<file path="src/rtl/decode_issue.sv">
// Decode/issue stage: one-entry decode latch, 16x16 register file, per-register pending scoreboard.
// Latency: an instruction accepted at edge N drives the D outputs during cycle N+1.
// Backpressure: inst_ready drops while the held instruction is blocked by a RAW/WAW hazard.
//
// Ports:
//   clk, reset          clock; asynchronous active-low reset
//   inst_valid/ready    fetch handshake; instF = {RW, MW, alufunc[1:0], src1, src2, dest}, pcF
//   wb_en/addr/data     writeback from the end of the pipeline (write-through to operand reads)
//   *D outputs          values sampled by the execute pipeline register; RegWriteD/MemWriteD are 0 on a bubble
//   stall, stall_cnt    hazard indication and saturating stall-cycle counter
// Build option: define ZERO_REG_EN to make register 0 a hard-wired zero.
module decode_issue #(
  parameter int DW   = 16,
  parameter int NREG = 16,
  parameter int PCW  = 12
) (
  input  logic           clk,
  input  logic           reset,
  input  logic           inst_valid,
  output logic           inst_ready,
  input  logic [15:0]    instF,
  input  logic [PCW-1:0] pcF,
  input  logic           wb_en,
  input  logic [3:0]     wb_addr,
  input  logic [DW-1:0]  wb_data,
  output logic           RegWriteD,
  output logic           MemWriteD,
  output logic [1:0]     alufuncD,
  output logic [DW-1:0]  srcdataD1,
  output logic [DW-1:0]  srcdataD2,
  output logic [3:0]     destaddD,
  output logic [PCW-1:0] pcD,
  output logic           stall,
  output logic [15:0]    stall_cnt
);

  typedef struct packed {
    logic       rw;
    logic       mw;
    logic [1:0] alufunc;
    logic [3:0] src1;
    logic [3:0] src2;
    logic [3:0] dest;
  } inst_t;

  logic            held_valid;
  inst_t           held;
  logic [PCW-1:0]  held_pc;
  logic [DW-1:0]   regfile [NREG];
  logic [NREG-1:0] pend;
  logic [NREG-1:0] pend_next;

  logic wb_eff;
  logic clr1, clr2, clrd;
  logic dest_trackable;
  logic hazard, issue, accept;

`ifdef ZERO_REG_EN
  // Register 0 is never written, never pending and never forwarded, so it
  // always reads as its reset value of zero.
  assign wb_eff         = wb_en && (wb_addr != 4'd0);
  assign dest_trackable = (held.dest != 4'd0);
`else
  assign wb_eff         = wb_en;
  assign dest_trackable = 1'b1;
`endif

  // A writeback in this cycle both releases the pending bit and supplies the operand.
  assign clr1 = wb_eff && (wb_addr == held.src1);
  assign clr2 = wb_eff && (wb_addr == held.src2);
  assign clrd = wb_eff && (wb_addr == held.dest);

  assign hazard = held_valid &&
                  ((pend[held.src1] && !clr1) ||
                   (pend[held.src2] && !clr2) ||
                   (held.rw && pend[held.dest] && !clrd));
  assign issue      = held_valid && !hazard;
  assign inst_ready = !held_valid || issue;
  assign accept     = inst_valid && inst_ready;
  assign stall      = hazard;

  // D-side outputs. Only the control bits are gated on a bubble; the rest
  // follow the latch and are ignored downstream.
  assign RegWriteD = issue && held.rw;
  assign MemWriteD = issue && held.mw;
  assign alufuncD  = held.alufunc;
  assign destaddD  = held.dest;
  assign pcD       = held_pc;
  assign srcdataD1 = clr1 ? wb_data : regfile[held.src1];
  assign srcdataD2 = clr2 ? wb_data : regfile[held.src2];

  // Set after clear so an issuing writer re-arms a register whose previous
  // producer is retiring in the same cycle.
  always_comb begin
    pend_next = pend;
    if (wb_eff) begin
      pend_next[wb_addr] = 1'b0;
    end
    if (issue && held.rw && dest_trackable) begin
      pend_next[held.dest] = 1'b1;
    end
  end

  always_ff @(posedge clk or negedge reset) begin
    if (!reset) begin
      held_valid <= 1'b0;
      held       <= '0;
      held_pc    <= '0;
      pend       <= '0;
      stall_cnt  <= '0;
      for (int i = 0; i < NREG; i++) begin
        regfile[i] <= '0;
      end
    end else begin
      if (accept) begin
        held       <= instF;
        held_pc    <= pcF;
        held_valid <= 1'b1;
      end else if (issue) begin
        held_valid <= 1'b0;
      end
      pend <= pend_next;
      if (wb_eff) begin
        regfile[wb_addr] <= wb_data;
      end
      if (hazard && (stall_cnt != 16'hFFFF)) begin
        stall_cnt <= stall_cnt + 16'd1;
      end
    end
  end

endmodule

</file>
<file path="config.mk">
export PLATFORM = sky130hd
export DESIGN_NAME = decode_issue
export DESIGN_NICKNAME = d
export VERILOG_FILES = /design/src/rtl/decode_issue.sv
export SDC_FILE = /design/constraint.sdc
export NUM_CORES = 1
export LEC_CHECK = 0
export ABC_AREA = 1
export CORE_MARGIN = 3
export CORE_UTILIZATION = 47
export DETAILED_ROUTE_END_ITERATION = 10
export DONT_BUFFER_PORTS = 1
export SETUP_SLACK_MARGIN = 0.2
export SLEW_MARGIN = 20
export SYNTH_ARGS = -nofsm -noshare
export SYNTH_HDL_FRONTEND = slang
export SYNTH_SLANG_ARGS = --single-unit
</file>
<file path="constraint.sdc">
create_clock -name clk -period 3.65 [get_ports clk]
set_input_delay 0.365 -clock clk [delete_from_list [all_inputs] [get_ports clk]]
set_output_delay 0.365 -clock clk [all_outputs]
set_load 0.01 [all_outputs]
</file>
==> key figures, run 1 <==
Synthesis
  – Area share of the largest cell type after synthesis: between 40% and 50%
  – Synthesis Warnings: 0
  – Post-Synthesis Cell Area: between 15000 and 20000 um2
  – Most area-hungry cell type in the Yosys netlist: dfrtp_1
  – Syn Inst Count: approximately 2400
  – Most frequent cell after synthesis: o21ai_0
  – Top area cells in the synthesized netlist: dfrtp_1, o21ai_0, nand2_1, nand3_1, a21oi_1
  – Post-synthesis sequential area ratio: 45.4%
  – Ys flop type: dfrtp_1
  – Synth cell types: 27
  – Mapped Nets: approximately 2500
  – Post-synthesis average cell area: 7.23 um2
  – EDFF count, synth: 0
  – Most frequent cells after synthesis: o21ai_0, nand2_1, dfrtp_1, nand3_1, a21oi_1
  – Fraction of registers with async set or reset after synthesis: 100%
  – Flop and latch count out of synthesis: ~320

Pwr
  – Leak Pwr: about 9.1 nW
  – VDD IR max: 0.000601 V
  – Power Density: between 800 and 900 nW/um2

CTS
  – CTS Hold Bufs: just over 70
  – Worst-case clock buffer depth: 3
  – H-tree lvl count: 2
  – Root buffer cell: clkbuf_16
  – CTS sink cnt: approximately 320
  – CTS Buf Count: 37
  – Clk slew on worst S/H paths: roughly 0.060 ns
  – Clock latency on the worst-skew pair: between 0.5 and 0.6 ns
  – CTS tree: yes

GRT
  – Tot GR Track Use: between 30% and 40%
  – Pin count of the biggest net entering global routing: 318
  – Antenna violations before repair: 1
  – GRT overflow: 0
  – Global-route wire length before repair: 97400 um
  – Vias in the first global route: roughly 17000

Layout
  – Area delta synth->final: 13.4%
  – Fillers: 3495
  – Proportion of layout cells with a drive suffix above 1: approximately 6.5%
  – ANT cells: 0
  – Layout Cells excl Fill: 2887
  – Multi-input gate area: between 7000 and 8000 um2
  – Register area: 7940 um2
  – # nets final: about 2500

Detailed routing
  – Routed Antenna Nets: 0
  – Routed WL: between 60000 and 70000 um
  – Pre-antenna DRT Iters: 6
  – Initial drt markers: between 1500 and 2000
  – Vias: 17300
  – WL/cell: 21.6 um
  – Drt drc: 0
  – Vias/cell: about 6.0

STA
  – Final worst-path cycle share: 90.5%
  – RSZ-0062 raised after global routing: true
  – Relative max-transition margin: between 30 and 40%
  – Setup-failing EPs final: 0
  – Max Transition Viols Final: 0
  – Hold slack: -0.488 ns
  – Final hold vios: ~320
  – Period minus WS final: 3.30 ns
  – FMAX: just over 0.3 GHz
  – Setup TNS: 0 ns
  – Post-route clock skew: roughly 0.015 ns
  – Worst-margin pin slew: 1.01 ns

Setup path
  – Worst setup path category: register to primary output
  – Crit path launch type: register
  – Crit path largest cell delay: between 0.4 and 0.5 ns
  – Slowest library cell on the worst path: dfrtp_2
  – Crit path cell chain: inv_2 -> buf_12 -> nand3_1 -> nand3_1 -> nand3_1 -> nand2_1 -> nand2_1 -> nand3_2 -> nand2_2 -> inv_1
  – Crit path from: held[5]
  – CP max FO: between 50 and 60
  – Cell mode on critical path: nand3_1
  – Worst EP required: roughly 3.3 ns
  – Reg-to-reg startpoint: held[5]
  – CP arrival: slightly below 3 ns
  – CP bufs+invs: 3
  – Cell family with most CP delay: simple AND/OR/NAND/NOR gates
  – Setup crit end kind: primary output

Floorplan
  – Core area: between 30000 and 40000 um2
  – # rows: 69
  – Chip width: 199 um
  – Die height: approximately 200 um
  – Initial Utilization: about half
  – Io pins: around 120
  – Die Area: roughly 40000 um2

Placement
  – PortBufs: 0
  – RD Place Congestion: just under 0.9
  – DP Cell Count: 2745
  – DP Wirelength: approximately 35000 um

Hold path
  – Hold crit path type: input port to asynchronous set/reset pin

Outcome
  – Violated checks: negative hold slack
  – Status: finished, violations left

Job
  – Max-cap violations: 0
stage by stage:
step                      power [mW]  setup WS, ns  area, um2  util, %  hold slack [ns]
final                           17.3         0.345      19800     54.9           -0.488
after global routing            18.5         0.167      19800     54.9           -0.520
after CTS                       17.2         0.325      19800     54.8           -0.518
after detailed placement        13.2         0.812      17800     49.4           0.0793
after global placement          13.1         0.845      17800     49.4           0.0791
after floorplan                 10.4          1.60      17500        -           0.0694
cells by family (layout without fill, tap and decap cells):
| kind of cell | after synthesis | in the layout | synth area share [%] |
|---|---|---|---|
| DFF | 317 | 317 | 45.4 |
| xor gates and xnor gates | 11 | 11 | 0.552 |
| adders and majority gates | 1 | 1 | 0.0716 |
| buffers and inverters | 406 | 415 | 9.12 |
| and+or+nand+nor | 863 | 863 | 21.1 |
| AOI/OAI and AO/OA | 819 | 819 | 23.8 |
layer usage:
metal	routed length [um]	global-route usage [%]	vias to the layer above
li1	-	-	8091
met2	27800	49.2	852
met4	2490	12.6	2
met1	26400	44.2	8167
met5	12	0	-
met3	5660	5.69	178
path summary, 6_finish.rpt:
check	to	slack, ns	cells after the start
max reg2reg	pcD[5]	0.47	12
max	stall	0.35	10
min in group clk	pend[14]	0.10	3
min reg2reg	pend[2]	0.48	2
max in group asynchronous	held[4]	3.54	0
min	regfile[149]	-0.49	0
report_power, final:
group          total, mW  internal (mW)  switching, mW
logic               8.46           2.84           5.62
clock network       3.75           2.24           1.51
registers           5.11           4.37          0.742
total               17.3           9.45           7.87
layout by cell type, fill, tap and decap left out:
master and instances:
dlygate4sd3_1 72, nor3_1 8, nand3b_1 3, nor2_1 68
clkinvlp_4 2, ha_1 1, xnor2_1 2, inv_1 192
dfrtp_4 2, nor4_1 3, bufinv_16 2, nand2_2 8
clkinv_2 5, buf_4 72, nand3_2 1, clkbuf_8 7
dfrtp_1 312, a21oi_1 262, nor2b_1 1, inv_6 2
a31oi_1 32, buf_12 4, clkbuf_16 39, nand2_1 471
dfrtp_2 3, o22ai_1 5, nand3_1 278, nor2_4 1
nand4_1 20, clkinv_4 1, inv_4 1, inv_2 6
nor2_2 1, o21ai_2 1, xor2_1 9, clkbuf_1 10
o21ai_0 519
state kept, by name (all words and copies together), names as in the netlist:
signal / flops
regfile: 256
held: 10
pend: 16
held_valid: 1
destaddD: 4
pcD: 12
alufuncD: 2
stall_cnt: 16
final cells by class:
type	instances	area share (%)
Multi-Input combinational cell	1694	40.2
Sequential cell	317	40.1
Timing Repair Buffer	148	6.77
Clock buffer	56	5.60
Inverter	201	3.87
Tap cell	461	2.91
Clock inverter	10	0.556
worst reg2reg max path, cell delays in order, from the launching register on:
cell           delay [ns]
dfrtp_2              0.45
inv_2                0.33
buf_12               0.37
nand3_1              0.15
nand3_1              0.09
nand3_1              0.08
nand2_1              0.08
nand2_1              0.07
nand3_2              0.14
nand2_2              0.38
nand3_1              0.24
dlygate4sd3_1        0.61
nand2_1              0.08
timing repair:
action,in CTS,in global routing
hold endpoints to repair,361,317
setup buffers,0,4
gates resized for setup,0,3
endpoints found under the setup margin,0,5
Note: power is estimated with default switching activity, not from simulation.
==> run 2, diff against run 1 <==
- RECOVER_POWER: default -> 100
- clock period: 3.65 -> 3.15 ns (I/O delays scaled with it)
==> run 2 against run 1 <==
Compared with the run above:
- the flow finishes with violations (negative hold slack, max-capacitance violations, max-slew violations)
- register-to-register slack worse by 0.08 ns
- cell area increased by 0.71%
- total power up 17%
- clock-buffer cell count grew 1
- clock skew fell by 0.0039 ns
- hold slack lost 0.053 ns
- critical path type unchanged
- critical endpoint is now srcdataD2[10]
- highest routed layer is now met4
==> key figures, run 2 (same netlist as run 1, synthesis figures left out) <==
Layout
  – Design Area, Final: 20000 um2
  – # nets final: ~2500
  – Largest registers: regfile x256, pend x16, stall_cnt x16
  – Final Core Density: a little under three fifths
  – Most common cell after layout, fill and taps aside: o21ai_0
  – Layout Cells excl Fill: roughly 2900
  – Most frequent cells in the layout: o21ai_0, nand2_1, dfrtp_1
  – Area delta synth->final: 14.2%
  – Proportion of layout cells with a drive suffix above 1: 5.77%
  – Max FFs per register: roughly 260
  – Biggest register: regfile

CTS
  – Worst-case clock buffer depth: 3
  – Root buffer cell: clkbuf_16
  – CTS Buf Count: 38
  – Clock latency on the worst-skew pair: between 0.5 and 0.6 ns
  – Clk slew on worst S/H paths: 0.06 ns
  – CTS Hold Bufs: 72
  – CTS tree: yes
  – CTS sink cnt: roughly 320
  – H-tree lvl count: 2

Setup path
  – Setup crit end kind: primary output
  – Crit path launch type: register
  – Worst setup path category: register to primary output
  – Reg-to-reg startpoint: held[4]
  – R2R Setup Slk: about 0.4 ns
  – CP max FO: between 40 and 50
  – Worst r2r path cells: 13
  – Worst EP required: ~2.8 ns
  – Crit path from: held[4]
  – RR Endpoint: held[4]
  – CP arrival: approximately 2.7 ns

STA
  – Final hold vios: about 320
  – Period minus WS final: 2.97 ns
  – FMAX: roughly 0.34 GHz
  – Hold slack: -0.541 ns
  – Post-route clock skew: between 0.01 and 0.015 ns
  – RSZ-0062 raised after global routing: true
  – Setup TNS: 0 ns
  – Max Transition Viols Final: between 200 and 300
  – Setup-failing EPs final: 0
  – Final Worst Setup Slack: about 0.18 ns
  – Final worst-path cycle share: between 90% and 100%
  – Relative max-transition margin: -42.8%
  – Worst-margin pin slew: between 2 and 2.5 ns

Pwr
  – Power Density: 1020 nW/um2
  – VDD IR max: 0.000578 V
  – Leak Pwr: roughly 9 nW
  – Pwr Total: between 20 and 25 mW

GRT
  – M3 GR Usage: about 6%
  – Global-route wire length before repair: roughly 96000 um
  – GR Util met2: between 40 and 50%
  – Gr busiest metal: met2
  – Antenna violations before repair: 0
  – Pin count of the biggest net entering global routing: ~320
  – Tot GR Track Use: about a third
  – GRT overflow: 0
  – Met1 Usage GRT: 42.8%
  – Vias in the first global route: between 15000 and 20000

Job
  – Max-cap violations: 8

Detailed routing
  – Drt drc: 0
  – Vias: around 17000
  – Vias/cell: roughly 6
  – Routed Antenna Nets: 0
  – Initial drt markers: 1844
  – WL/cell: around 21 um
  – Pre-antenna DRT Iters: 7
  – Routed WL: 62200 um

Placement
  – RD Place Congestion: ~0.85
  – Pre-CTS setup slack: between 0.4 and 0.5 ns
  – PortBufs: 0
  – Area after DPL: ~18000 um2
  – DP Wirelength: ~37000 um
  – DP Cell Count: 2764

Hold path
  – Hold crit path type: input port to asynchronous set/reset pin

Floorplan
  – Die Area: a little under 40000 um2
  – Initial Utilization: 48.4%
  – Core area: ~36000 um2
  – Die height: 199 um
  – Io pins: around 120
  – Chip width: 199 um
  – # rows: 69

Outcome
  – Status: finished, violations left
  – Violated checks: negative hold slack, max-capacitance violations, max-slew violations
run 2: changes by cell type in the layout (fill, tap and decap cells not counted), sizes merged:
cell      before  now
clkinvlp       2    0
diode          0    1
clkbuf        56   92
clkinv         6    3
buf           76   59
bufinv         2    4
run 2: how the worst max path moves through the flow:
stage	endpoint	slack (ns)	cells after the start
floorplan	srcdataD2[0]	1.15	8
global placement	destaddD[0]	0.50	12
CTS	srcdataD1[2]	0.22	7
finish	srcdataD2[10]	0.18	7
global route	srcdataD2[3]	0.07	7
detailed placement	pcD[3]	0.45	12
run 2: cell type report:
cell class / instances / area [um2]
diodes: 1 / 2.50
fillers: 3505 / 16100
clock inverters: 7 / 135
repair buffers: 166 / 1400
flip-flops and latches: 317 / 7940
clock buffers: 57 / 1160
inverters: 201 / 769
well taps: 461 / 577
multi-input cells: 1694 / 7970
run 2: what timing repair did:
| item | CTS | global route |
|---|---|---|
| setup buffers | 3 | 0 |
| endpoints found under the setup margin | 24 | 40 |
| pin swaps | 1 | 0 |
| gates cloned | 0 | 0 |
| gates resized for setup | 8 | 17 |
| hold endpoints to repair | 361 | 317 |
run 2: per-layer routing:
metal / part of all wire [%] / up-vias
met2: 46 / 816
met3: 8.7 / 139
met1: 42 / 8291
met5: 0 / -
met4: 3.6 / 0
li1: - / 8120
run 2: critical path, stage by stage (launching register included):
cell      delay [ns]
dfrtp_2         0.63
buf_12          0.29
buf_6           0.33
o21ai_0         0.14
nand3_1         0.14
nand3_1         0.15
a31oi_1         0.20
clkbuf_1        0.18
run 2: report_power, final:
| part | switching (mW) | internal [mW] | leakage, nW | total, mW |
|---|---|---|---|---|
| clock | 1.76 | 2.85 | 0.634 | 4.61 |
| combinational | 6.44 | 3.30 | 4.42 | 9.74 |
| sequential | 0.923 | 5.06 | 4.02 | 5.98 |
| total | 9.13 | 11.2 | 9.08 | 20.3 |
==> run 3, diff against run 2 <==
- CORE_MARGIN: 3 -> 1
==> run 3 against run 2 <==
Compared with the run above:
- the flow still finishes with violations (negative hold slack, max-capacitance violations, max-slew violations)
- clock power up 6.7%
- core utilization down 0.21 points
- global-route usage up 1.3 points
- non-clock buffer count up 1
- final cell count up 0.48%
- hold slack better by 0.0095 ns
- critical path depth unchanged
- combinational power up 5%
- critical path type unchanged
- largest power group unchanged
==> key figures, run 3 (same netlist as run 1, synthesis figures left out) <==
STA
  – Final hold vios: roughly 320
  – Final worst-path cycle share: a little over nine tenths
  – Setup-failing EPs final: 0
  – Setup TNS: 0 ns
  – RSZ-0062 raised after global routing: true
  – FMAX: about 0.33 GHz
  – Hold slack: -0.531 ns
  – Worst-margin pin slew: about 2.0 ns
  – Post-route clock skew: between 0.01 and 0.015 ns
  – Max Transition Viols Final: just under 300
  – Relative max-transition margin: -33.2%
  – Period minus WS final: about 3.0 ns

Detailed routing
  – Routed Antenna Nets: 0
  – Vias/cell: approximately 6
  – Routed WL: between 60000 and 70000 um
  – Initial drt markers: 2284
  – Drt drc: 0
  – Vias: about 17000
  – WL/cell: 21.6 um
  – Pre-antenna DRT Iters: 6

CTS
  – Root buffer cell: clkbuf_16
  – Clk slew on worst S/H paths: about 0.060 ns
  – Worst-case clock buffer depth: 3
  – CTS tree: yes
  – Clock latency on the worst-skew pair: ~0.55 ns
  – CTS Hold Bufs: 73
  – CTS sink cnt: between 300 and 400
  – CTS Buf Count: 38
  – H-tree lvl count: 2

Hold path
  – Hold crit path type: input port to asynchronous set/reset pin

Setup path
  – R2R Setup Slk: ~0.44 ns
  – Crit path launch type: register
  – CP arrival: around 2.7 ns
  – Setup crit end kind: primary output
  – CP max FO: 48
  – Worst setup path category: register to primary output
  – Worst EP required: 2.83 ns

Floorplan
  – Initial Utilization: 47.7%
  – Core area: around 37000 um2
  – # rows: 70
  – Die Area: roughly 38000 um2
  – Chip width: 195 um
  – Io pins: roughly 120
  – Die height: about 190 um

GRT
  – Tot GR Track Use: between 30 and 40%
  – Antenna violations before repair: 2
  – GRT overflow: 0
  – Pin count of the biggest net entering global routing: ~320
  – Vias in the first global route: 16400
  – Global-route wire length before repair: 96400 um

Layout
  – Register area: ~7900 um2
  – # nets final: 2472
  – Fillers: ~3600
  – Largest registers: regfile x256, pend x16, stall_cnt x16
  – Proportion of layout cells with a drive suffix above 1: under 10%
  – Most frequent cells in the layout: o21ai_0, nand2_1, dfrtp_1
  – Area delta synth->final: 15.4%
  – Final Core Density: roughly 55%
  – Max FFs per register: between 200 and 300
  – Biggest register: regfile
  – Most common cell after layout, fill and taps aside: o21ai_0
  – Multi-input gate area: 7950 um2

Placement
  – RD Place Congestion: 0.865
  – PortBufs: 0
  – DP Wirelength: around 37000 um

Pwr
  – Power Density: 1050 nW/um2
  – VDD IR max: between 0.0009 and 0.001 V
  – Leak Pwr: 9.18 nW

Outcome
  – Status: finished, violations left
  – Violated checks: negative hold slack, max-capacitance violations, max-slew violations

Job
  – Max-cap violations: 9
-- run 3: cell count changes in the layout (fill, tap and decap cells not counted), moves of 3 or more --
| cell | delta |
|---|---|
| a31oi_1 | +4 |
| clkbuf_8 | +5 |
| buf_6 | -4 |
| dfrtp_2 | -4 |
| clkbuf_1 | -5 |
| inv_6 | +4 |
| a31oi_2 | -4 |
| bufinv_16 | +3 |
-- run 3: report_power, final --
group | leakage [nW] | internal [mW] | switching (mW) | total [mW]
registers | 4.02 | 5.06 | 0.882 | 5.95
logic | 4.47 | 3.46 | 6.77 | 10.2
clock network | 0.685 | 3.07 | 1.85 | 4.92
-- run 3: per-layer routing --
| layer | wire, um | share of wire [%] | global-route usage (%) | up-vias |
|---|---|---|---|---|
| li1 | - | - | - | 8128 |
| met1 | 26700 | 42 | 45.1 | 8286 |
| met2 | 27000 | 43 | 49.3 | 915 |
| met3 | 7400 | 12 | 9.42 | 141 |
| met4 | 1980 | 3.1 | 11.2 | 2 |
| met5 | 14 | 0.022 | 0 | - |
-- run 3: worst paths after layout --
path,start,to,depth (start not counted)
worst max-delay path,held[4],srcdataD2[12],7
worst max register to register,held[8],pcD[8],14
worst min-delay path,reset,regfile[59],0
max in group asynchronous,reset,held[4],0
worst min register to register,pend[1],pend[1],2
min in group clk,wb_en,pend[8],3
-- run 3: worst max-delay path: stages, from the launching register on --
cell     delay, ns
dfrtp_4       0.58
inv_2         0.26
buf_12        0.26
o21ai_0       0.13
nand3_1       0.08
nand3_1       0.08
a31oi_1       0.46
buf_4         0.22
-- run 3: through the flow --
stage	power (mW)	instances	hold slack, ns	setup slack, ns	cell area, um2
2_1_floorplan	12.1	2417	0.0194	1.15	17500
3_3_place_gp	15.4	2765	0.0352	0.624	18000
3_5_place_dp	15.6	2765	0.0374	0.584	18000
4_1_cts	20.8	2911	-0.533	0.214	20200
5_1_grt	22.4	2918	-0.543	0.0917	20200
6_report	21.1	2918	-0.531	0.158	20200
-- run 3: final cells by class --
| class | count | share of cell area (%) |
|---|---|---|
| diodes | 1 | 0.0124 |
| well taps | 468 | 2.90 |
| flip-flops and latches | 317 | 39.4 |
| inverters | 201 | 3.78 |
| clock inverters | 16 | 1.40 |
| repair buffers | 167 | 7.52 |
| multi-input cells | 1694 | 39.4 |
| clock buffers | 54 | 5.56 |
-- run 3: repair_timing --
| action | CTS | global route |
|---|---|---|
| pin swaps | 1 | 0 |
| endpoints found under the setup margin | 10 | 38 |
| endpoints found under the hold margin | 362 | 317 |
| setup buffers | 3 | 3 |
| gates cloned | 0 | 3 |
| gates resized for setup | 4 | 18 |
